## config.mk

```make
export PLATFORM = sky130hd
export DESIGN_NAME = decode_stage
export DESIGN_NICKNAME = d
export VERILOG_FILES = /design/src/rtl/decode_stage_pkg.sv /design/src/rtl/regfile_2r1w.sv /design/src/rtl/decode_stage.sv
export SDC_FILE = /design/constraint.sdc
export NUM_CORES = 2
export LEC_CHECK = 0
export ABC_CLOCK_PERIOD_IN_PS = 5500
export CAP_MARGIN = 10
export CORE_ASPECT_RATIO = 0.9
export CORE_MARGIN = 2
export CORE_UTILIZATION = 45
export DETAILED_ROUTE_END_ITERATION = 7
export GPL_TIMING_DRIVEN = 0
export PLACE_DENSITY_LB_ADDON = 0.2
export SLEW_MARGIN = 5
export SYNTH_ARGS = -nofsm -noshare
export SYNTH_HDL_FRONTEND = slang
export SYNTH_HIERARCHICAL = 1
export SYNTH_SLANG_ARGS = --single-unit
```

## constraint.sdc

```tcl
create_clock -name clock -period 5.5 [get_ports clock]
set_input_delay 1.1 -clock clock [delete_from_list [all_inputs] [get_ports clock]]
set_output_delay 1.1 -clock clock [all_outputs]
set_load 0.01 [all_outputs]
```

## src/rtl/decode_stage_pkg.sv

```systemverilog
// Shared decode definitions: control-word layout, opcode/func encodings, stage states
// and the combinational instruction decoder.
package decode_stage_pkg;

    localparam int unsigned CNTRL_REG_SIZE = 10;

    localparam int unsigned C_ALUINB = 0;
    localparam int unsigned C_ALUOP  = 1;
    localparam int unsigned C_BR     = 2;
    localparam int unsigned C_JP     = 3;
    localparam int unsigned C_JR     = 4;
    localparam int unsigned C_DMWE   = 5;
    localparam int unsigned C_RWE    = 6;
    localparam int unsigned C_RDST   = 7;
    localparam int unsigned C_RWD    = 8;
    localparam int unsigned C_LINK   = 9;

    localparam logic [5:0] OP_RTYPE  = 6'b000000;
    localparam logic [5:0] OP_REGIMM = 6'b000001;
    localparam logic [5:0] OP_J      = 6'b000010;
    localparam logic [5:0] OP_JAL    = 6'b000011;
    localparam logic [5:0] OP_BEQ    = 6'b000100;
    localparam logic [5:0] OP_BNE    = 6'b000101;
    localparam logic [5:0] OP_BLEZ   = 6'b000110;
    localparam logic [5:0] OP_BGTZ   = 6'b000111;
    localparam logic [5:0] OP_ADDIU  = 6'b001001;
    localparam logic [5:0] OP_SLTI   = 6'b001010;
    localparam logic [5:0] OP_SLTIU  = 6'b001011;
    localparam logic [5:0] OP_ORI    = 6'b001101;
    localparam logic [5:0] OP_XORI   = 6'b001110;
    localparam logic [5:0] OP_LUI    = 6'b001111;
    localparam logic [5:0] OP_LW     = 6'b100011;
    localparam logic [5:0] OP_SW     = 6'b101011;

    localparam logic [5:0] FN_JR   = 6'b001000;
    localparam logic [5:0] FN_JALR = 6'b001001;
    localparam logic [5:0] FN_DIV  = 6'b011010;
    localparam logic [5:0] FN_DIVU = 6'b011011;

    typedef enum logic {StIssue, StBubble} state_e;

    typedef struct packed {
        logic [CNTRL_REG_SIZE-1:0] ctrl;
        logic                      illegal;
        logic                      reads_rt;
    } dec_t;

    // Instruction bit 0 is the MSB, so insn[0:5] (opcode) is word[31:26] here.
    function automatic logic [5:0] opcode_of(input logic [31:0] word);
        return word[31:26];
    endfunction

    function automatic logic [4:0] rs_of(input logic [31:0] word);
        return word[25:21];
    endfunction

    function automatic logic [4:0] rt_of(input logic [31:0] word);
        return word[20:16];
    endfunction

    function automatic dec_t decode_insn(input logic [31:0] word);
        dec_t       d;
        logic [5:0] fn;
        d  = '0;
        fn = word[5:0];
        case (opcode_of(word))
            OP_RTYPE: begin
                d.reads_rt = 1'b1;
                if (fn inside {6'b000000, 6'b000010, 6'b000011, 6'b000100, 6'b000110,
                               6'b000111, 6'b010000, 6'b010001, 6'b010010, 6'b010011,
                               6'b011000, 6'b011001, 6'b100000, 6'b100001, 6'b100010,
                               6'b100011, 6'b100100, 6'b100101, 6'b100110, 6'b100111,
                               6'b101010, 6'b101011, FN_JR, FN_JALR, FN_DIV, FN_DIVU}) begin
                    d.ctrl[C_RWE]  = 1'b1;
                    d.ctrl[C_RDST] = 1'b1;
                    if (fn == FN_JR || fn == FN_JALR) begin
                        d.ctrl[C_JP] = 1'b1;
                        d.ctrl[C_JR] = 1'b1;
                    end
                    if (fn == FN_JR || fn == FN_DIV || fn == FN_DIVU) d.ctrl[C_RWE] = 1'b0;
                    if (fn == FN_JALR) d.ctrl[C_LINK] = 1'b1;
                end else begin
                    d.illegal = 1'b1;
                end
            end
            OP_ADDIU, OP_SLTI, OP_SLTIU, OP_ORI, OP_XORI, OP_LUI: begin
                d.ctrl[C_ALUINB] = 1'b1;
                d.ctrl[C_RWE]    = 1'b1;
            end
            OP_LW: begin
                d.ctrl[C_ALUINB] = 1'b1;
                d.ctrl[C_RWE]    = 1'b1;
                d.ctrl[C_RWD]    = 1'b1;
            end
            OP_SW: begin
                d.ctrl[C_ALUINB] = 1'b1;
                d.ctrl[C_DMWE]   = 1'b1;
                d.reads_rt       = 1'b1;
            end
            OP_BEQ, OP_BNE: begin
                d.ctrl[C_ALUOP] = 1'b1;
                d.ctrl[C_BR]    = 1'b1;
                d.reads_rt      = 1'b1;
            end
            OP_REGIMM, OP_BLEZ, OP_BGTZ: begin
                d.ctrl[C_ALUOP] = 1'b1;
                d.ctrl[C_BR]    = 1'b1;
            end
            OP_J: d.ctrl[C_JP] = 1'b1;
            OP_JAL: begin
                d.ctrl[C_JP]   = 1'b1;
                d.ctrl[C_RWE]  = 1'b1;
                d.ctrl[C_LINK] = 1'b1;
            end
            default: d.illegal = 1'b1;
        endcase
        return d;
    endfunction

endpackage

```

## src/rtl/regfile_2r1w.sv

```systemverilog
// General register file: two combinational read ports, one write port, r0 hardwired
// to zero, and same-cycle write-to-read bypass.
module regfile_2r1w #(
    parameter int unsigned NREGS = 32
) (
    input  logic        clock,
    input  logic        reset,
    input  logic [4:0]  ra_addr,
    input  logic [4:0]  rb_addr,
    output logic [31:0] ra_data,
    output logic [31:0] rb_data,
    input  logic        we,
    input  logic [4:0]  waddr,
    input  logic [31:0] wdata
);

    logic [31:0] mem_q [NREGS];
    logic [31:0] mem_d [NREGS];
    logic        wr_en;

    assign wr_en = we && (waddr != 5'd0);

    always_comb begin
        mem_d = mem_q;
        if (wr_en) mem_d[waddr] = wdata;
    end

    always_comb begin
        ra_data = '0;
        rb_data = '0;
        if (ra_addr != 5'd0) ra_data = (wr_en && waddr == ra_addr) ? wdata : mem_q[ra_addr];
        if (rb_addr != 5'd0) rb_data = (wr_en && waddr == rb_addr) ? wdata : mem_q[rb_addr];
    end

    always_ff @(posedge clock) begin
        if (reset) mem_q <= '{default: '0};
        else       mem_q <= mem_d;
    end

endmodule

```

## src/rtl/decode_stage.sv

```systemverilog
// Decode stage: reads operands, decodes the control word and registers everything for
// execute; inserts a single bubble on a load-use dependency while holding fetch.
module decode_stage
    import decode_stage_pkg::*;
#(
    parameter int unsigned NREGS    = 32,
    parameter logic [31:0] RESET_PC = 32'h0000_0000
) (
    input  logic                      clock,
    input  logic                      reset,
    input  logic                      in_valid,
    input  logic [31:0]               pc_in,
    input  logic [31:0]               insn_in,
    input  logic                      wb_we,
    input  logic [4:0]                wb_addr,
    input  logic [31:0]               wb_data,
    output logic                      stall,
    output logic                      out_valid,
    output logic [31:0]               pc,
    output logic [31:0]               rs,
    output logic [31:0]               rt,
    output logic [31:0]               insn,
    output logic [CNTRL_REG_SIZE-1:0] control,
    output logic                      illegal
);

    state_e                    state_q, state_d;
    logic                      out_valid_q, out_valid_d;
    logic [31:0]               pc_q, pc_d;
    logic [31:0]               rs_q, rs_d;
    logic [31:0]               rt_q, rt_d;
    logic [31:0]               insn_q, insn_d;
    logic [CNTRL_REG_SIZE-1:0] control_q, control_d;
    logic                      illegal_q, illegal_d;

    logic [31:0] rs_rd, rt_rd;
    logic [4:0]  ld_rt;
    logic        load_use;
    dec_t        dec;

    regfile_2r1w #(
        .NREGS(NREGS)
    ) u_regfile (
        .clock  (clock),
        .reset  (reset),
        .ra_addr(rs_of(insn_in)),
        .rb_addr(rt_of(insn_in)),
        .ra_data(rs_rd),
        .rb_data(rt_rd),
        .we     (wb_we),
        .waddr  (wb_addr),
        .wdata  (wb_data)
    );

    assign dec   = decode_insn(insn_in);
    assign ld_rt = rt_of(insn_q);

    // Only the instruction now in execute can be a load whose result is not ready.
    assign load_use = (state_q == StIssue) && out_valid_q && (opcode_of(insn_q) == OP_LW)
                   && in_valid && (ld_rt != 5'd0)
                   && ((ld_rt == rs_of(insn_in)) || (ld_rt == rt_of(insn_in) && dec.reads_rt));

    always_comb begin
        state_d     = StIssue;
        stall       = 1'b0;
        out_valid_d = 1'b0;
        pc_d        = RESET_PC;
        rs_d        = '0;
        rt_d        = '0;
        insn_d      = '0;
        control_d   = '0;
        illegal_d   = 1'b0;
        if (load_use) begin
            stall   = 1'b1;
            state_d = StBubble;
        end else if (in_valid) begin
            out_valid_d = 1'b1;
            pc_d        = pc_in;
            rs_d        = rs_rd;
            rt_d        = rt_rd;
            insn_d      = insn_in;
            control_d   = dec.ctrl;
            illegal_d   = dec.illegal;
        end
    end

    always_ff @(posedge clock) begin
        if (reset) begin
            state_q     <= StIssue;
            out_valid_q <= 1'b0;
            pc_q        <= RESET_PC;
            rs_q        <= '0;
            rt_q        <= '0;
            insn_q      <= '0;
            control_q   <= '0;
            illegal_q   <= 1'b0;
        end else begin
            state_q     <= state_d;
            out_valid_q <= out_valid_d;
            pc_q        <= pc_d;
            rs_q        <= rs_d;
            rt_q        <= rt_d;
            insn_q      <= insn_d;
            control_q   <= control_d;
            illegal_q   <= illegal_d;
        end
    end

    assign out_valid = out_valid_q;
    assign pc        = pc_q;
    assign rs        = rs_q;
    assign rt        = rt_q;
    assign insn      = insn_q;
    assign control   = control_q;
    assign illegal   = illegal_q;

endmodule

```

==> results.json <==
{
  "postLayoutCoreUtil_pct": 52.8,
  "gp_congestion": 1.10,
  "fin_worst_skew_ns": 0.0184,
  "yosysWarnings": 6,
  "ys.flop_type": "dfxtp_1",
  "synth_area_leaders": "dfxtp_1 41%, mux4_2 16%, nand2_1 14%, a21oi_1 9.1%, mux2i_1 3.3%",
  "clk_path_buf_depth": 3,
  "setup.worst_path.class": "primary input to flip-flop",
  "syn_area_per_cell_um2": 8.78,
  "globalRoute.totalOverflow": 0,
  "clock.fmax_mhz": 174,
  "holdBufCountCts": 0,
  "cts_sinks": 1164,
  "drive_above_1_share_pct": 14.1,
  "nets": 6955,
  "drt_pass1_iterations": 8,
  "critPathMaxFanout": 10,
  "crit_required_ns": 6.24,
  "ctsHtreeMaxLevel": 4,
  "grt_pass1_wl_um": 454000,
  "tightest_slew_ns": 1.52,
  "final_cells": 8667,
  "port_buffers": 208,
  "start_util_pct": 45.5,
  "synth_edf_count": 0,
  "num_rows": 123,
  "relSlewSlack_pct": -1.12,
  "grt_pass1_vias": 52000,
  "setup_viol": 7,
  "dieArea_um2": 130000,
  "nFillCells": 12000,
  "post_cts_resized": 0,
  "p_sw_w": 0.00602,
  "irDropWorstVdd_uv": 241,
  "synth.most_common_cell": "nand2_1",
  "worstReg2RegStart": "insn[16]",
  "synth.top_cell.area_share_pct": 40.9,
  "cts_buffers": 132,
  "fp.dieW_um": 379,
  "regArea_um2": 23300,
  "start_kind": "primary input",
  "synthesis.area_um2": 57000,
  "antenna_found_initial": 33,
  "wl_per_cell_um": 40.5,
  "ios": 246,
  "path_clk_slew_ns": 0.06,
  "postRouteAntennaNets": 0,
  "placedCellCount": 8398,
  "p_seq_share_pct": 41.6,
  "multi_input_area_um2": 30500,
  "yosys-top-cells-count": "2051 x nand2_1, 1164 x dfxtp_1, 1042 x a21oi_1",
  "dp_slack_ns": -0.399,
  "holdPathEnd": "u_regfile/mem_q[621]",
  "reg2reg_slack_ns": 2.31,
  "whs_path_depth": 2,
  "yosys.area.top_type": "dfxtp_1",
  "r2r_end": "rt[21]",
  "crit_start": "insn_in[18]",
  "hp-start": "u_regfile/mem_q[621]",
  "post_cts_buffers": 0,
  "post-route-min-period_ns": 5.76,
  "cts-root-buf": "clkbuf_16",
  "final.setup.tns_ns": -0.928,
  "grt_usage_pct": 52.7,
  "synthArstFlopShare_pct": 0,
  "area_growth_pct": 16.0,
  "insertion_delay_ns": 0.81,
  "dr.first_iter.drc_count": 11300,
  "grt_max_degree": 17,
  "hold_path_class": "flip-flop to flip-flop",
  "die_y_um": 342,
  "fin_crit_sh_pct": 105,
  "ys_types": 69,
  "power_density_nw_per_um2": 312,
  "drc": 13,
  "endpoint_kind": "flip-flop",
  "drt_wl_total_um": 351000,
  "vias": 59600,
  "cap_violations": 3,
  "p_leak_nw": 22.2,
  "cts_tree": "yes",
  "crit_arrival_ns": 6.50,
  "drv_slew": 33,
  "violations": "design-rule violations, max-capacitance violations, max-slew violations, negative setup slack",
  "synth.net_count": 6597,
  "core_area_um2": 125000,
  "rsz0062_at_grt": "false",
  "status": "complete, but fails checks",
  "seq_area_frac_synth_pct": 40.9,
  "finalHoldViolations": 0,
  "ff2ff_path_depth": 6,
  "synth_seq_cells": 1164,
  "viasPerCell": 6.87,
  "cellInternalPower_w": 0.0146,
  "p_comb_share_pct": 12.4,
  "timing.final.ws_setup_ns": -0.262,
  "pwr-share-clk_pct": 46.0,
  "syn_inst": 6492,
  "dp_hpwl_um": 259000,
  "swShare_pct": 29.2
}
[flip-flops by register name, indices dropped and copies added, names as in the netlist]
register / count
rt: 32
rs: 32
control: 9
state_q: 1
insn: 32
pc: 32
u_regfile/mem_q: 1024
illegal: 1
out_valid: 1
[metal layers]
layer  track usage [%]  share of wire [%]  up-vias
met4              45.0                 11       18
met1              65.6                 35    29000
met5             0.333              0.057        -
met3              23.3                 16     1385
met2              68.6                 38     5798
li1                  -                  -    23400
[final cells by class]
class / instances / area share, %
diodes: 27 / 0.102
plain buffers: 672 / 4.93
clock buffers: 188 / 5.86
clock inverters: 49 / 1.08
inverters: 6 / 0.0341
multi-input cells: 4650 / 46.1
flip-flops and latches: 1164 / 35.2
well taps: 1687 / 3.19
repair buffers: 224 / 3.49
[how the worst max path moves through the flow]
| stage | end | slack, ns | depth (start not counted) |
|---|---|---|---|
| 2_1_floorplan | stall | 2.34 | 6 |
| 3_3_place_gp | rt[9] | -0.47 | 10 |
| 3_5_place_dp | rt[6] | -0.40 | 11 |
| 4_1_cts | rt[6] | 0.40 | 11 |
| 5_1_grt | rt[12] | 0.19 | 11 |
| 6_report | rt[6] | -0.26 | 11 |
[power groups by stage]
stage / logic [W] / clock network [W] / registers, W
2_1_floorplan: 0.00103 / 0 / 0.00876
3_3_place_gp: 0.00230 / 0 / 0.00876
3_5_place_dp: 0.00232 / 0 / 0.00876
4_1_cts: 0.00233 / 0.00945 / 0.00857
5_1_grt: 0.00245 / 0.00980 / 0.00858
6_report: 0.00256 / 0.00950 / 0.00858
[logic make-up after synthesis]
logic type / synth area share (%)
DFF: 40.9
and+or+nand+nor: 18.8
buffers and inverters: 5.72
muxes: 20.4
AOI/OAI and AO/OA: 13.9
xor gates and xnor gates: 0.307
[worst max-delay path, cell delays in order]
cell	delay [ns]
clkdlybuf4s50_1	0.52
buf_2	0.37
buf_4	0.48
buf_4	0.55
buf_4	0.40
clkbuf_1	1.13
mux2i_1	0.54
o21ai_0	0.34
nor3_1	0.07
nor3_1	0.69
and2_1	0.25
[through the flow]
stage                     total power [W]  hold WS (ns)  area (um^2)
after CTS                          0.0203         0.465        66000
after floorplan                   0.00980         0.442        57000
after global placement             0.0111         0.449        61200
final                              0.0206         0.466        66100
after detailed placement           0.0111         0.457        61400
after global routing               0.0208         0.475        66100
[placed cells by master, fill, tap and decap left out, drive strengths merged, types with 57 or more instances in the layout]
| cell | instances |
|---|---|
| nand2 | 2051 |
| dfxtp | 1164 |
| a21oi | 1042 |
| clkbuf | 630 |
| mux4 | 403 |
| buf | 246 |
| clkdlybuf4s50 | 208 |
| mux2i | 189 |
| and2 | 130 |
| nor2 | 125 |
| o22ai | 93 |
| nor3 | 89 |
| nor2b | 59 |
| mux2 | 57 |
Power figures use the tool's default switching activity.
